<file path="config.mk">
export PLATFORM = sky130hd
export DESIGN_NAME = mem_arbiter
export DESIGN_NICKNAME = d
export VERILOG_FILES = /design/src/rtl/mem_arb_pkg.sv /design/src/rtl/mem_arbiter.sv
export SDC_FILE = /design/constraint.sdc
export NUM_CORES = 1
export LEC_CHECK = 0
export BUFFER_PORTS_ARGS = -buffer_cell sky130_fd_sc_hd__buf_4
export CAP_MARGIN = 40
export CORE_MARGIN = 2
export CORE_UTILIZATION = 42
export DETAILED_ROUTE_END_ITERATION = 8
export PLACE_DENSITY = 0.77
export SLEW_MARGIN = 5
export SYNTH_ARGS = -nofsm -noshare
export SYNTH_HDL_FRONTEND = slang
export SYNTH_SLANG_ARGS = --single-unit
</file>
<file path="constraint.sdc">
create_clock -name clk -period 3.8 [get_ports clk]
set_input_delay 0.38 -clock clk [delete_from_list [all_inputs] [get_ports clk]]
set_output_delay 0.38 -clock clk [all_outputs]
set_load 0.005 [all_outputs]
</file>
<file path="src/rtl/mem_arb_pkg.sv">
// Shared types and default widths for the IF/MEM memory arbiter.
// Holds the FSM state enum, the owner enum and default bus widths.
package mem_arb_pkg;

    localparam int unsigned ADDR_W_DEF = 32;
    localparam int unsigned DATA_W_DEF = 32;

    typedef enum logic [1:0] {
        IDLE   = 2'd0,
        BUSY_I = 2'd1,
        BUSY_D = 2'd2
    } state_e;

    typedef enum logic {
        OWN_I = 1'b0,
        OWN_D = 1'b1
    } owner_e;

endpackage

</file>
<file path="src/rtl/mem_arbiter.sv">
// Single-port memory arbiter sharing one backing port between the IF fetch
// path and the MEM load/store path; data wins unless MEM_ARB_FAIR_EN is set.
// Ports: clk, rst (async, active-high);
//   fetch side  if_req/if_addr -> if_rdata/if_valid/if_stall;
//   data side   d_req/d_we/d_addr/d_wdata -> d_rdata/d_valid/d_stall;
//   memory side mem_req/mem_we/mem_addr/mem_wdata <- mem_rdata/mem_ready.
// Macro MEM_ARB_FAIR_EN: after STARVE_LIMIT consecutive data grants taken
//   while a fetch waits, the next contested arbitration goes to the fetch.
module mem_arbiter
    import mem_arb_pkg::*;
#(
    parameter int unsigned ADDR_W       = ADDR_W_DEF,
    parameter int unsigned DATA_W       = DATA_W_DEF,
    parameter int unsigned STARVE_LIMIT = 4
) (
    input  logic              clk,
    input  logic              rst,

    input  logic              if_req,
    input  logic [ADDR_W-1:0] if_addr,
    output logic [DATA_W-1:0] if_rdata,
    output logic              if_valid,
    output logic              if_stall,

    input  logic              d_req,
    input  logic              d_we,
    input  logic [ADDR_W-1:0] d_addr,
    input  logic [DATA_W-1:0] d_wdata,
    output logic [DATA_W-1:0] d_rdata,
    output logic              d_valid,
    output logic              d_stall,

    output logic              mem_req,
    output logic              mem_we,
    output logic [ADDR_W-1:0] mem_addr,
    output logic [DATA_W-1:0] mem_wdata,
    input  logic [DATA_W-1:0] mem_rdata,
    input  logic              mem_ready
);

    state_e            state_q, state_d;
    logic              mem_req_q, mem_req_d;
    logic              mem_we_q, mem_we_d;
    logic [ADDR_W-1:0] mem_addr_q, mem_addr_d;
    logic [DATA_W-1:0] mem_wdata_q, mem_wdata_d;
    logic [DATA_W-1:0] if_rdata_q, if_rdata_d;
    logic              if_valid_q, if_valid_d;
    logic [DATA_W-1:0] d_rdata_q, d_rdata_d;
    logic              d_valid_q, d_valid_d;

    logic              quiet;
    logic              start;
    owner_e            win;

    // No grant in the cycle a valid pulses: the finishing requester still
    // shows its old req there, so arbitration waits one more IDLE cycle.
    assign quiet = (state_q == IDLE) && !if_valid_q && !d_valid_q;
    assign start = quiet && (if_req || d_req);

`ifdef MEM_ARB_FAIR_EN
    localparam int unsigned     CntW  = $clog2(STARVE_LIMIT + 1);
    localparam logic [CntW-1:0] Limit = CntW'(STARVE_LIMIT);

    logic [CntW-1:0] starve_q, starve_d;
    logic            fetch_due;

    assign fetch_due = if_req && (starve_q >= Limit);
    assign win       = (d_req && !fetch_due) ? OWN_D : OWN_I;

    // Counts data grants taken over a waiting fetch; saturates at Limit.
    always_comb begin
        starve_d = starve_q;
        if (start) begin
            if (win == OWN_I) begin
                starve_d = '0;
            end else if (if_req && (starve_q < Limit)) begin
                starve_d = starve_q + 1'b1;
            end
        end
    end

    always_ff @(posedge clk or posedge rst) begin
        if (rst) begin
            starve_q <= '0;
        end else begin
            starve_q <= starve_d;
        end
    end
`else
    assign win = d_req ? OWN_D : OWN_I;

    // STARVE_LIMIT only matters when fairness is built in.
    if (STARVE_LIMIT == 0) begin : g_no_fairness
    end
`endif

    always_comb begin
        state_d     = state_q;
        mem_req_d   = mem_req_q;
        mem_we_d    = mem_we_q;
        mem_addr_d  = mem_addr_q;
        mem_wdata_d = mem_wdata_q;
        if_rdata_d  = if_rdata_q;
        d_rdata_d   = d_rdata_q;
        if_valid_d  = 1'b0;
        d_valid_d   = 1'b0;
        unique case (state_q)
            IDLE: begin
                if (start) begin
                    mem_req_d = 1'b1;
                    if (win == OWN_D) begin
                        mem_we_d    = d_we;
                        mem_addr_d  = d_addr;
                        mem_wdata_d = d_wdata;
                        state_d     = BUSY_D;
                    end else begin
                        mem_we_d    = 1'b0;
                        mem_addr_d  = if_addr;
                        state_d     = BUSY_I;
                    end
                end
            end
            BUSY_I: begin
                if (mem_ready) begin
                    if_rdata_d = mem_rdata;
                    if_valid_d = 1'b1;
                    mem_req_d  = 1'b0;
                    state_d    = IDLE;
                end
            end
            BUSY_D: begin
                if (mem_ready) begin
                    // Stores keep the last load data visible.
                    if (!mem_we_q) begin
                        d_rdata_d = mem_rdata;
                    end
                    d_valid_d = 1'b1;
                    mem_req_d = 1'b0;
                    state_d   = IDLE;
                end
            end
            default: begin
                mem_req_d = 1'b0;
                state_d   = IDLE;
            end
        endcase
    end

    always_ff @(posedge clk or posedge rst) begin
        if (rst) begin
            state_q     <= IDLE;
            mem_req_q   <= 1'b0;
            mem_we_q    <= 1'b0;
            mem_addr_q  <= '0;
            mem_wdata_q <= '0;
            if_rdata_q  <= '0;
            if_valid_q  <= 1'b0;
            d_rdata_q   <= '0;
            d_valid_q   <= 1'b0;
        end else begin
            state_q     <= state_d;
            mem_req_q   <= mem_req_d;
            mem_we_q    <= mem_we_d;
            mem_addr_q  <= mem_addr_d;
            mem_wdata_q <= mem_wdata_d;
            if_rdata_q  <= if_rdata_d;
            if_valid_q  <= if_valid_d;
            d_rdata_q   <= d_rdata_d;
            d_valid_q   <= d_valid_d;
        end
    end

    assign mem_req   = mem_req_q;
    assign mem_we    = mem_we_q;
    assign mem_addr  = mem_addr_q;
    assign mem_wdata = mem_wdata_q;
    assign if_rdata  = if_rdata_q;
    assign if_valid  = if_valid_q;
    assign d_rdata   = d_rdata_q;
    assign d_valid   = d_valid_q;
    assign if_stall  = if_req && !if_valid_q;
    assign d_stall   = d_req && !d_valid_q;

endmodule

</file>
==> results.txt <==
CP arrival: 2.32 ns
Leakage Power: 3.989 nW
crit path time final: 2.031 ns
pwr dens: 833.7 nW/µm²
H-tree Lvls: 4
commonest cells after routing, fill and taps aside: buf_4 (272), mux2_2 (151), dfrtp_1 (134)
Yosys cell types: 19
outcome: complete, no violations
Cells after Synth: 338
Final Hold Vio Count: 0
clock sinks: 134
Post-CTS Resized: 0
multi-input logic area: 1997 µm²
layout cells sized above 1: 74.48%
crit path setup slack, layout: 1.769 ns
Flop pwr share: 36.7%
initial antenna violation count: 0
FF+latch count, synth: 134
Top Usage Layer GRT: met2
met2 usage: 33.89%
Setup Skew: 0.004973 ns
HP Class: primary input to asynchronous set/reset pin
root buffer cell: clkbuf_16
number of max-cap violations: 0
largest net degree at the start of global routing: 51
first-pass GRT wire length: 21.33 mm
switching part of the total: 27.36%
register area: 3353 µm²
GPL Wtd Cong: 0.7271
total gr overflow: 0
Int Power: 5.027 mW
Crit. End Element: flip-flop
Critical Path RT: 4.08 ns
synthesized netlist net count: 475
CTS tree: yes
WL final: 13.12 mm
met1 Use GR: 20.34%
# nets final: 751
Die ar.: 14020 µm²
Worst Tran Pin Value: 0.6062 ns
Logic pwr share: 38.4%
setup bufs post-CTS: 0
share of synthesized area occupied by flip-flops and latches: 60.99%
Post-CTS Hold Buffers: 0
Initial Util: 43.21%
core outline area: 12720 µm²
post-synthesis average cell area: 16.27 µm²
worst vdd ir: 0.0005638 V
vias in the first global route: 4248
row count: 41
crit-path max FO: 32
Psw: 1.894 mW
fmax: 492.4 MHz
Worst slew margin: 59.59%
synthesized area: 5498 µm²
Detail Placement HPWL: 9.875 mm
fin crit share: 53.44%
CTS Buf Count: 17
Max Slew Vio Count: 0
Post-DRT Antenna Nets: 0
Starting DRT DRC Count: 197
I/O Pins: 268
Global Route Usage Sum: 19.43%
Clock power frac: 24.9%
post-DR wirelength/cell: 16.42 µm
crit start category: flip-flop
Fill cells: 947
ant diodes: 0
EDFF count, synth: 0
Fin Setup TNS: 0 ns
Die Ht: 118.4 µm
kind of critical path: flip-flop to flip-flop
Max Root-Sink Buffers: 2
Vias: 3766
clock latency on the worst-skew pair: 0.40 ns
async set-reset flop share out of synthesis: 100.0%
warnings from Yosys: 0
Global Route met3 Usage: 9.363%
most common cell after layout, fill and taps aside: buf_4
R2R setup slack: 1.77 ns
Setup Viol. Count Final: 0
unrepaired setup endpoints after global routing: no
pre-CTS setup slack: 1.759 ns
CTS clk-pin slew, worst paths: 0.06 ns
Area growth syn-to-layout: 51.00%
drt via density: 4.713
Die Span X: 118.4 µm
DRC viols: 0
dominant synthesized flop cell: dfrtp_1
number of port buffers: 267
first drt pass iteration count: 4
## critical path: stages, from the launching register on
cell and delay, ns:
dfrtp_1 0.41, inv_1 0.10, ha_1 0.24, nand2b_1 0.14, nor3_4 0.21, buf_4 0.40
mux2_2 0.38
## registers in the layout, indices dropped and copies added (netlist names)
name       count
state_q        2
mem_addr      32
mem_req        1
d_valid        1
mem_wdata     32
if_rdata      32
if_valid       1
d_rdata       32
mem_we         1
## path summary, 6_finish.rpt
kind | from | to | cells past startpoint
max | state_q[0] | mem_addr[21] | 6
max reg2reg | state_q[0] | mem_addr[21] | 6
min reg2reg | mem_req | mem_req | 1
max in group asynchronous | rst | if_rdata[3] | 4
min in group clk | d_we | mem_we | 3
min | rst | d_rdata[10] | 3
## layer usage
metal | up-vias | routed length (µm) | share of wire (%)
li1 | 1751 | - | -
met1 | 1823 | 4776 | 36
met2 | 175 | 6655 | 51
met3 | 17 | 1482 | 11
met4 | 0 | 206 | 1.6
met5 | - | 0 | 0
## power groups by stage
stage               logic [mW]  registers [mW]  clock network [mW]
floorplan                 1.19            2.58                   0
global placement          2.60            2.53                   0
detailed placement        2.69            2.56                   0
CTS                       2.70            2.55                1.76
global route              2.85            2.63                1.84
finish                    2.65            2.54                1.73
## cell type report
class	instances	share of cell area (%)
Sequential cell	134	40.39
Timing Repair Buffer	274	25.08
Multi-Input combinational cell	182	24.05
Clock buffer	20	5.501
Tap cell	172	2.592
Clock inverter	12	2.110
Inverter	5	0.2713
## synthesized netlist by cell type (2+ instances only)
| cell | instances | area share [%] |
|---|---|---|
| buf_2 | 10 | 0.91 |
| o22a_1 | 2 | 0.32 |
| ha_1 | 3 | 0.68 |
| mux2_2 | 151 | 31 |
| inv_1 | 5 | 0.34 |
| dfrtp_1 | 134 | 61 |
| mux2_1 | 2 | 0.41 |
| o21ai_0 | 2 | 0.18 |
| mux2_4 | 7 | 1.9 |
| buf_6 | 7 | 1.4 |
| nor2b_1 | 4 | 0.46 |
| nand2_1 | 4 | 0.27 |
## cell families after synthesis
logic type | count (synthesis) | share of synthesized area [%]
muxes | 161 | 33.43
DFF | 134 | 60.99
buffers and inverters | 22 | 2.686
and+or+nand+nor | 14 | 1.707
AOI/OAI and AO/OA | 4 | 0.5007
adders and majority gates | 3 | 0.6828
## metrics by stage
stage	hold slack [ns]	util (%)	power, mW	instance area [µm²]	instances
2_1_floorplan	0.4828	-	3.769	5502	338
3_3_place_gp	0.4750	59.97	5.132	7630	765
3_5_place_dp	0.4843	60.29	5.254	7670	767
4_1_cts	0.1441	65.25	7.011	8302	799
5_1_grt	0.1866	65.25	7.323	8302	799
6_report	0.1444	65.25	6.921	8302	799
Power figures use the tool's default switching activity.
